$ cat config.mk
export PLATFORM = sky130hd
export DESIGN_NAME = br_recover_ctrl
export DESIGN_NICKNAME = d
export VERILOG_FILES = /design/src/rtl/br_recover_ctrl.sv
export SDC_FILE = /design/constraint.sdc
export NUM_CORES = 1
export LEC_CHECK = 0
export CORE_UTILIZATION = 50
export CTS_BUF_LIST = sky130_fd_sc_hd__clkbuf_16
export DETAILED_ROUTE_END_ITERATION = 12
export DONT_BUFFER_PORTS = 1
export PLACE_DENSITY = 0.72
export SLEW_MARGIN = 20
export SYNTH_ARGS = -nofsm -noshare
export SYNTH_HDL_FRONTEND = slang
export SYNTH_SLANG_ARGS = --single-unit
$ cat constraint.sdc
create_clock -name clk -period 9.2 [get_ports clk]
set_clock_uncertainty 0.15 [all_clocks]
set_input_delay 1.84 -clock clk [delete_from_list [all_inputs] [get_ports clk]]
set_output_delay 1.84 -clock clk [all_outputs]
set_load 0.02 [all_outputs]
$ cat src/rtl/br_recover_ctrl.sv
// rtl/br_recover_ctrl.sv - branch resolution and misprediction recovery controller
// Optional statistics counters enabled by defining BP_STATS_EN.
module br_recover_ctrl #(
    parameter int CNT_W = 32
) (
    input  logic             clk,
    input  logic             rst,
    input  logic             ex_valid,
    input  logic             is_br_EX,
    input  logic             br_EX,
    input  logic [31:0]      PC_EX,
    input  logic [31:0]      br_target,
    input  logic             jmp_EX,
    input  logic [31:0]      NPC_Pred_EX,
    input  logic             redirect_ready,
    output logic             redirect_valid,
    output logic [31:0]      redirect_pc,
    output logic             flush_IF,
    output logic             flush_ID,
    output logic             fail,
    output logic             btb_upd_valid,
    output logic [31:0]      btb_upd_pc,
    output logic [31:0]      btb_upd_target,
    output logic             btb_upd_taken,
    output logic [CNT_W-1:0] br_cnt,
    output logic [CNT_W-1:0] miss_cnt
);

    typedef enum logic {
        IDLE     = 1'b0,
        REDIRECT = 1'b1
    } state_t;

    state_t      state;
    state_t      state_nxt;
    logic [31:0] pc_plus4;
    logic [31:0] real_npc;
    logic        mispredict;
    logic        in_idle;
    logic        resolve_br;
    logic        pred_unused;

    assign pc_plus4    = PC_EX + 32'd4;
    assign real_npc    = (is_br_EX && br_EX) ? br_target : pc_plus4;
    assign mispredict  = ex_valid && (real_npc != NPC_Pred_EX);
    assign in_idle     = (state == IDLE);
    assign resolve_br  = in_idle && ex_valid && is_br_EX;
    // The direction prediction is already folded into NPC_Pred_EX.
    assign pred_unused = jmp_EX;

    always_ff @(posedge clk) begin
        if (rst) begin
            state <= IDLE;
        end else begin
            state <= state_nxt;
        end
    end

    always_comb begin
        state_nxt = state;
        case (state)
            IDLE:     if (mispredict) state_nxt = REDIRECT;
            REDIRECT: if (redirect_ready) state_nxt = IDLE;
            default:  state_nxt = IDLE;
        endcase
    end

    always_comb begin
        redirect_valid = 1'b0;
        flush_IF       = 1'b0;
        flush_ID       = 1'b0;
        if (state == REDIRECT) begin
            redirect_valid = 1'b1;
            flush_IF       = 1'b1;
            flush_ID       = 1'b1;
        end
    end

    // Instructions reaching EX while a redirect is pending are wrong-path and ignored.
    always_ff @(posedge clk) begin
        if (rst) begin
            fail           <= 1'b0;
            redirect_pc    <= 32'd0;
            btb_upd_valid  <= 1'b0;
            btb_upd_pc     <= 32'd0;
            btb_upd_target <= 32'd0;
            btb_upd_taken  <= 1'b0;
        end else begin
            fail          <= in_idle && mispredict;
            btb_upd_valid <= 1'b0;
            if (in_idle && mispredict) begin
                redirect_pc <= real_npc;
            end
            if (resolve_br) begin
                btb_upd_valid  <= 1'b1;
                btb_upd_pc     <= PC_EX;
                btb_upd_target <= br_target;
                btb_upd_taken  <= br_EX;
            end else if (in_idle && ex_valid && mispredict) begin
                // A non-branch was predicted taken: overwrite the aliasing entry as not-taken.
                btb_upd_valid  <= 1'b1;
                btb_upd_pc     <= PC_EX;
                btb_upd_target <= pc_plus4;
                btb_upd_taken  <= 1'b0;
            end
        end
    end

`ifdef BP_STATS_EN
    always_ff @(posedge clk) begin
        if (rst) begin
            br_cnt   <= '0;
            miss_cnt <= '0;
        end else begin
            if (resolve_br && (br_cnt != {CNT_W{1'b1}})) begin
                br_cnt <= br_cnt + 1'b1;
            end
            if (in_idle && mispredict && (miss_cnt != {CNT_W{1'b1}})) begin
                miss_cnt <= miss_cnt + 1'b1;
            end
        end
    end
`else
    assign br_cnt   = '0;
    assign miss_cnt = '0;
`endif

endmodule

==> Word-level counts from Yosys, hierarchy flattened <==
Index checks and enable logic that the tools add are counted.
{ "classes": {"add_sub_neg": 1, "mul": 0, "n_div": 0, "magnitude_cmp": 0, "eq_ne": 1, "shift": 0, "muxes": 13, "n_bitwise": 1, "reduce_logical": 7} }
{ "op_table": {"columns": ["op", "count"], "rows": [
  ["2-to-1 mux 32 bit", 5],
  ["adder 32 x 3 -> 32 bit (second input constant)", 1],
  ["!= test 32 bit", 1],
  ["2-to-1 mux 1 bit", 7],
  ["logical AND 1 bit", 6],
  ["one-hot mux 1 bit (2 select lines)", 1],
  ["nonzero test 2 bit", 1],
  ["NOT 1 bit", 1]
]} }
{ "totals": {"regBits": 100, "latchBits": 0, "ramBits": 0, "romBits": 0, "input_bits": 103, "wordCells": 30, "n_memories": 0} }

==> Depth between registers and ports, before layout <==
{ "logic_depth": {"word_depth": 7, "depth_mapped": 13, "ltp_nobuf": 10} }

==> Least setup slack after synthesis <==
No wires, ideal clock.
{ "synth_path": {"path_type": "input to register", "startpoint": "input PC_EX[2]", "endpoint": "register btb_upd_target[28]", "setup_ps": 119, "arrival_time_ps": 4556, "required_ps": 8931, "path_slack_ps": 4376, "cell_stages": 13, "n_path_buf": 3, "cell_sequence": "ha_1 -> nand4_4 -> or3_1 -> buf_2 -> or3_1 -> a221oi_2 -> o2111ai_1 -> a2111oi_2 -> and3_1 -> nor2_1 -> buf_6 -> buf_6 -> o221a_1"} }
{ "synth_between": {"elab_chain_len": 6, "elab_cells_between_ends": 8, "classes_between": "add/sub (1); eq/ne (1); mux (3); reduce/logical (3)"} }
{ "synth_lines": {"columns": ["element", "line_no", "text"], "rows": [
  ["start: declaration", "11", "input logic [31:0] PC_EX,"],
  ["adder 32 x 3 -> 32 bit *", "43", "assign pc_plus4 = PC_EX + 32'd4;"],
  ["2-to-1 mux 32 bit", "44", "assign real_npc = (is_br_EX && br_EX) ? br_target : pc_plus4;"],
  ["!= test 32 bit", "45", "assign mispredict = ex_valid && (real_npc != NPC_Pred_EX);"],
  ["logical AND 1 bit", "45", null],
  ["logical AND 1 bit", "99", "end else if (in_idle && ex_valid && mispredict) begin"],
  ["nonzero test 2 bit (no source line)", null, null],
  ["end signal: assignment", "97", "btb_upd_target <= br_target;"],
  ["end signal: assignment", "103", "btb_upd_target <= pc_plus4;"],
  ["end: declaration", "23", "output logic [31:0] btb_upd_target,"]
]} }
Mark *: on every way between the ends. The rest lies on a longest branch, timed or not. The select of a mux whose other input is x is not followed.
A chain may end at the register's enable or synchronous reset.

==> Worst setup path in the final report <==
{ "layout_path": {"startpoint": "input br_EX", "endpoint": "register btb_upd_target[25]"} }
{ "layout_between": {"elab_chain_len": 6} }
{ "layout_lines": {"columns": ["element", "line_no", "text"], "rows": [
  ["start: declaration", "10", "input logic br_EX,"],
  ["logical AND 1 bit", "44", null],
  ["2-to-1 mux 32 bit", "44", null],
  ["!= test 32 bit", "45", null],
  ["logical AND 1 bit", "45", null],
  ["logical AND 1 bit", "99", null],
  ["nonzero test 2 bit (no source line)", null, null]
]} }
No other way between the ends.

==> impl_results.html <==
<table>
<tr><th>Metric</th><th>Value</th></tr>
<tr><th colspan="2">Floorplanning</th></tr>
<tr><td>Die W</td><td>~120 um</td></tr>
<tr><td>Area of the die</td><td>roughly 0.014 sq mm</td></tr>
<tr><td>Core Area</td><td>0.01340 sq mm</td></tr>
<tr><td>Die boundary height</td><td>119.7 um</td></tr>
<tr><td>Effective utilization at floorplan</td><td>0.5173</td></tr>
<tr><td>Row cnt</td><td>42</td></tr>
<tr><td>Count of boundary I/O pins</td><td>approximately 270</td></tr>
<tr><th colspan="2">Power</th></tr>
<tr><td>PD cells</td><td>approximately 160 mW/mm^2</td></tr>
<tr><td>Static leakage</td><td>0.002712 uW</td></tr>
<tr><td>Peak supply drop</td><td>~87 uV</td></tr>
<tr><th colspan="2">Global route</th></tr>
<tr><td>Pin count of the biggest net entering global routing</td><td>102</td></tr>
<tr><td>First-pass GRT wire length</td><td>33.19 mm</td></tr>
<tr><td>GRT Residual Overflow</td><td>0</td></tr>
<tr><td>Number of antenna violations at the first check in global routing</td><td>0</td></tr>
<tr><td>Vias in the first global route</td><td>roughly 5,600</td></tr>
<tr><td>Overall Global Routing Usage</td><td>0.3086</td></tr>
<tr><th colspan="2">Yosys</th></tr>
<tr><td>Count of distinct cell types in the synthesized netlist</td><td>70</td></tr>
<tr><td>EDFF count, synth</td><td>0</td></tr>
<tr><td>Synthesis warning total</td><td>0</td></tr>
<tr><td>Primary flip-flop cell chosen by synthesis mapping</td><td>sky130_fd_sc_hd__dfxtp_1</td></tr>
<tr><td>Flops &amp; latches, synth</td><td>100</td></tr>
<tr><td>Synthesized instance count</td><td>877</td></tr>
<tr><td>Register area share after synthesis</td><td>0.2888</td></tr>
<tr><td>Fraction of registers with async set or reset after synthesis</td><td>0</td></tr>
<tr><td>Top-area cell type share of the netlist area</td><td>0.2888</td></tr>
<tr><td>Synth area leader</td><td>sky130_fd_sc_hd__dfxtp_1</td></tr>
<tr><td>Synthesized cell area</td><td>0.006932 sq mm</td></tr>
<tr><td>Top cells by area, synth</td><td>sky130_fd_sc_hd__dfxtp_1 (29%), sky130_fd_sc_hd__buf_4 (7.6%), sky130_fd_sc_hd__mux2i_1 (5.8%)</td></tr>
<tr><td>Syn_area_per_cell</td><td>approximately 7.9 sq um</td></tr>
<tr><th colspan="2">Min path</th></tr>
<tr><td>Cells on Worst Hold Path</td><td>2</td></tr>
<tr><td>Tightest Hold Check Type</td><td>register to register</td></tr>
<tr><td>Hold_sp</td><td>btb_upd_pc[24]$_SDFFE_PP0P_</td></tr>
<tr><th colspan="2">Routing</th></tr>
<tr><td>Detailed-route wire length</td><td>approximately 23 mm</td></tr>
<tr><td>Post-detailed-route DRC marker count</td><td>0</td></tr>
<tr><td>Routed Antenna Nets</td><td>0</td></tr>
<tr><td>Initial DRT Pass Iterations</td><td>6</td></tr>
<tr><td>Starting DRT DRC Count</td><td>around 530</td></tr>
<tr><td>Average wire length per cell after detail routing</td><td>between 20 and 25 um</td></tr>
<tr><td>Post-detailed-route via-to-cell ratio</td><td>roughly 6</td></tr>
<tr><td>Via Count</td><td>between 6,000 and 7,000</td></tr>
<tr><th colspan="2">Finish</th></tr>
<tr><td>Diodes inserted</td><td>0</td></tr>
<tr><td>Area growth from synthesis to layout</td><td>-0.03604%</td></tr>
<tr><td>Fraction of final layout cells with drive strength greater than 1</td><td>0.07942</td></tr>
<tr><td>Final layout net count</td><td>930</td></tr>
<tr><td>Non-filler cells in the finished layout</td><td>around 1,000</td></tr>
<tr><th colspan="2">STA</th></tr>
<tr><td>Slew @ Worst Pin</td><td>1.016 ns</td></tr>
<tr><td>Fmax</td><td>about 0.17 GHz</td></tr>
<tr><td>Period minus WS final</td><td>6.050 ns</td></tr>
<tr><td>Final setup violating endpoints</td><td>0</td></tr>
<tr><td>Total count of max-transition violations in the final report</td><td>0</td></tr>
<tr><td>Setup TNS</td><td>0 ns</td></tr>
<tr><td>Relative slew slack</td><td>0.3165</td></tr>
<tr><td>Final number of hold-violating endpoints</td><td>0</td></tr>
<tr><td>RSZ-0062 raised after global routing</td><td>no</td></tr>
<tr><td>Post-route clock period utilization</td><td>0.6576</td></tr>
<tr><th colspan="2">Worst setup path</th></tr>
<tr><td>Crit-path slowest cell</td><td>sky130_fd_sc_hd__nand2_1</td></tr>
<tr><td>Data arrival time of the critical path</td><td>around 6.2 ns</td></tr>
<tr><td>Launch point of the worst reg-to-reg path</td><td>state$_SDFF_PP0_</td></tr>
<tr><td>Family with the most delay on the worst path</td><td>simple AND/OR/NAND/NOR gates</td></tr>
<tr><td>Crit-path max FO</td><td>25</td></tr>
<tr><td>Launch point of the worst path</td><td>br_EX</td></tr>
<tr><td>Total stage count of the critical path</td><td>10</td></tr>
<tr><td>Total buffers and inverters traversed by the critical path</td><td>1</td></tr>
<tr><td>Setup CP Type</td><td>input pin to register</td></tr>
<tr><td>Required time worst endpoint</td><td>roughly 9.4 ns</td></tr>
<tr><td>Maximum cell stage delay along the critical path</td><td>about 0.84 ns</td></tr>
<tr><td>Worst Setup Start Kind</td><td>input pin</td></tr>
<tr><td>Worst-case reg-to-reg path depth</td><td>5</td></tr>
<tr><td>List of cells traversed by the critical path</td><td>and2_1 &gt; buf_4 &gt; o21ai_0 &gt; xor2_1 &gt; a2111o_1 &gt; or4_1 &gt; nor4_2 &gt; nand3_1 &gt; nand2_1 &gt; o221a_2</td></tr>
<tr><td>Kind of end point of the critical path</td><td>register</td></tr>
<tr><th colspan="2">CTS</th></tr>
<tr><td>Clock Root Buffer</td><td>sky130_fd_sc_hd__clkbuf_16</td></tr>
<tr><td>Total clock sinks</td><td>100</td></tr>
<tr><td>H-tree depth</td><td>3</td></tr>
<tr><td>Worst-Skew Late Latency</td><td>between 0.3 and 0.4 ns</td></tr>
<tr><td>Count of buffers added by post-CTS timing repair for setup</td><td>0</td></tr>
<tr><td>Clock input transition at the sequential cells of the worst setup and hold paths</td><td>approximately 0.07 ns</td></tr>
<tr><td>Post-CTS Hold Buffers</td><td>0</td></tr>
<tr><td>Clock Path Buffers</td><td>2</td></tr>
<tr><td>Number of buffers created by CTS</td><td>9</td></tr>
<tr><td>Clock tree from TritonCTS</td><td>built</td></tr>
<tr><td>Gates resized, CTS repair</td><td>0</td></tr>
<tr><th colspan="2">Place</th></tr>
<tr><td>Buffers added on ports</td><td>0</td></tr>
<tr><td>Final weighted congestion of routability-driven global placement</td><td>roughly 0.95</td></tr>
<tr><td>Inst Count DP</td><td>approximately 990</td></tr>
<tr><td>HPWL after detailed placement</td><td>about 17 mm</td></tr>
<tr><th colspan="2">Run status</th></tr>
<tr><td>Outcome</td><td>completed</td></tr>
<tr><th colspan="2">Job</th></tr>
<tr><td>Max-cap violations</td><td>0</td></tr>
</table>
==> cells in the final DEF (no fill, tap or decap), types with 4 or more instances in the layout <==
master / count
sky130_fd_sc_hd__nor2_1: 102
sky130_fd_sc_hd__dfxtp_1: 100
sky130_fd_sc_hd__nand2_1: 69
sky130_fd_sc_hd__conb_1: 64
sky130_fd_sc_hd__o21ai_0: 55
sky130_fd_sc_hd__a21oi_1: 48
sky130_fd_sc_hd__mux2i_1: 40
sky130_fd_sc_hd__xnor2_1: 35
sky130_fd_sc_hd__nand3b_1: 27
sky130_fd_sc_hd__xor2_1: 25
sky130_fd_sc_hd__inv_1: 24
sky130_fd_sc_hd__o221a_2: 19
sky130_fd_sc_hd__nand3_1: 18
sky130_fd_sc_hd__or3_1: 16
sky130_fd_sc_hd__nand4_1: 16
sky130_fd_sc_hd__nor3_1: 12
sky130_fd_sc_hd__nor4_1: 11
sky130_fd_sc_hd__a211oi_1: 9
sky130_fd_sc_hd__clkbuf_16: 9
sky130_fd_sc_hd__a31oi_1: 8
sky130_fd_sc_hd__nand2b_1: 8
sky130_fd_sc_hd__and2_1: 7
sky130_fd_sc_hd__nor2b_1: 7
sky130_fd_sc_hd__buf_4: 7
sky130_fd_sc_hd__o211a_1: 6
sky130_fd_sc_hd__and3_1: 4
sky130_fd_sc_hd__o22ai_1: 4
sky130_fd_sc_hd__o31ai_1: 4
sky130_fd_sc_hd__a2111o_1: 4
sky130_fd_sc_hd__or4_1: 4
==> cell usage after synthesis (all sizes together) (3+ instances only) <==
cell type,number
nand2,70
a31oi,9
and2,8
a2111o,4
mux2i,40
o211a,6
or3,16
a211oi,10
o31a,3
o221a,22
xnor2,35
nand4,18
a31o,4
nand2b,9
a21oi,48
nor4,15
buf,101
clkbuf,31
and3,5
or2,3
o21ai,56
or4,4
xor2,25
nand3b,27
nor3,12
nor2b,8
a22oi,3
o2111ai,3
inv,23
a221oi,3
nor2,103
dfxtp,100
o31ai,4
nand3,21
o22ai,4
==> final cells by class <==
class	count	area (sq um)
sequential	100	2002
inverter	23	86.33
clock inverter	7	66.31
clock buffer	9	225.2
timing repair buffer	7	52.55
tap	176	220.2
fill	1331	6471
multi-input combinational	685	4277
==> sequential cells by signal, summed over array words and instances (netlist names) <==
signal / flops
state: 1
btb_upd_taken: 1
fail: 1
btb_upd_target: 32
btb_upd_pc: 32
redirect_pc: 32
btb_upd_valid: 1
==> through the flow <==
step	worst slack [ns]	power [uW]	area [sq um]	utilization	hold slack, ns
finish	3.150	1105	6929	0.5171	0.4232
CTS	3.219	1110	6929	0.5171	0.4208
detailed placement	2.842	729.0	6638	0.4953	0.4115
floorplan	4.376	723.3	7168	-	0.4024
global route	2.963	1151	6929	0.5171	0.4360
global placement	2.833	726.5	6638	0.4953	0.4104
==> worst register-to-register path, delay by kind of cell, from the launching register on <==
family	cells	cell delay, ns
compound gates	1	0.47
buf+inv	1	0.26
flops	1	0.54
simple gates	3	1.35
==> report_power, final <==
part / internal, uW / switching (uW) / total [uW] / leakage (uW)
registers: 465 / 62.8 / 528 / 0.000825
logic: 74.7 / 120 / 194 / 0.00175
clock network: 210 / 173 / 383 / 0.000141
==> worst paths after layout <==
kind                                      to  slack (ns)
max          btb_upd_target[25]$_SDFFE_PP0P_        3.15
min              btb_upd_pc[24]$_SDFFE_PP0P_        0.42
max reg2reg  btb_upd_target[25]$_SDFFE_PP0P_        6.32
min reg2reg      btb_upd_pc[24]$_SDFFE_PP0P_        0.42
==> logic make-up (layout without fill, tap and decap cells) <==
group,count (synthesis),after routing,share of synthesized area
flops,100,100,0.2888
other cells,1,64,0.0005410
fa+ha+maj,1,1,0.001805
compound gates,192,192,0.1919
mux,42,42,0.06101
xor+xnor,62,62,0.08231
simple gates,324,324,0.2419
buf+inv,155,46,0.1318
==> layer usage <==
| metal | share of wire | vias up | global-route usage |
|---|---|---|---|
| met5 | 0 | - | 0 |
| met4 | 0.028 | 0 | 0.1125 |
| met3 | 0.12 | 53 | 0.1141 |
| met2 | 0.47 | 339 | 0.4960 |
| met1 | 0.38 | 2946 | 0.3751 |
| li1 | - | 2866 | - |
(Power assumes the default switching activity.)
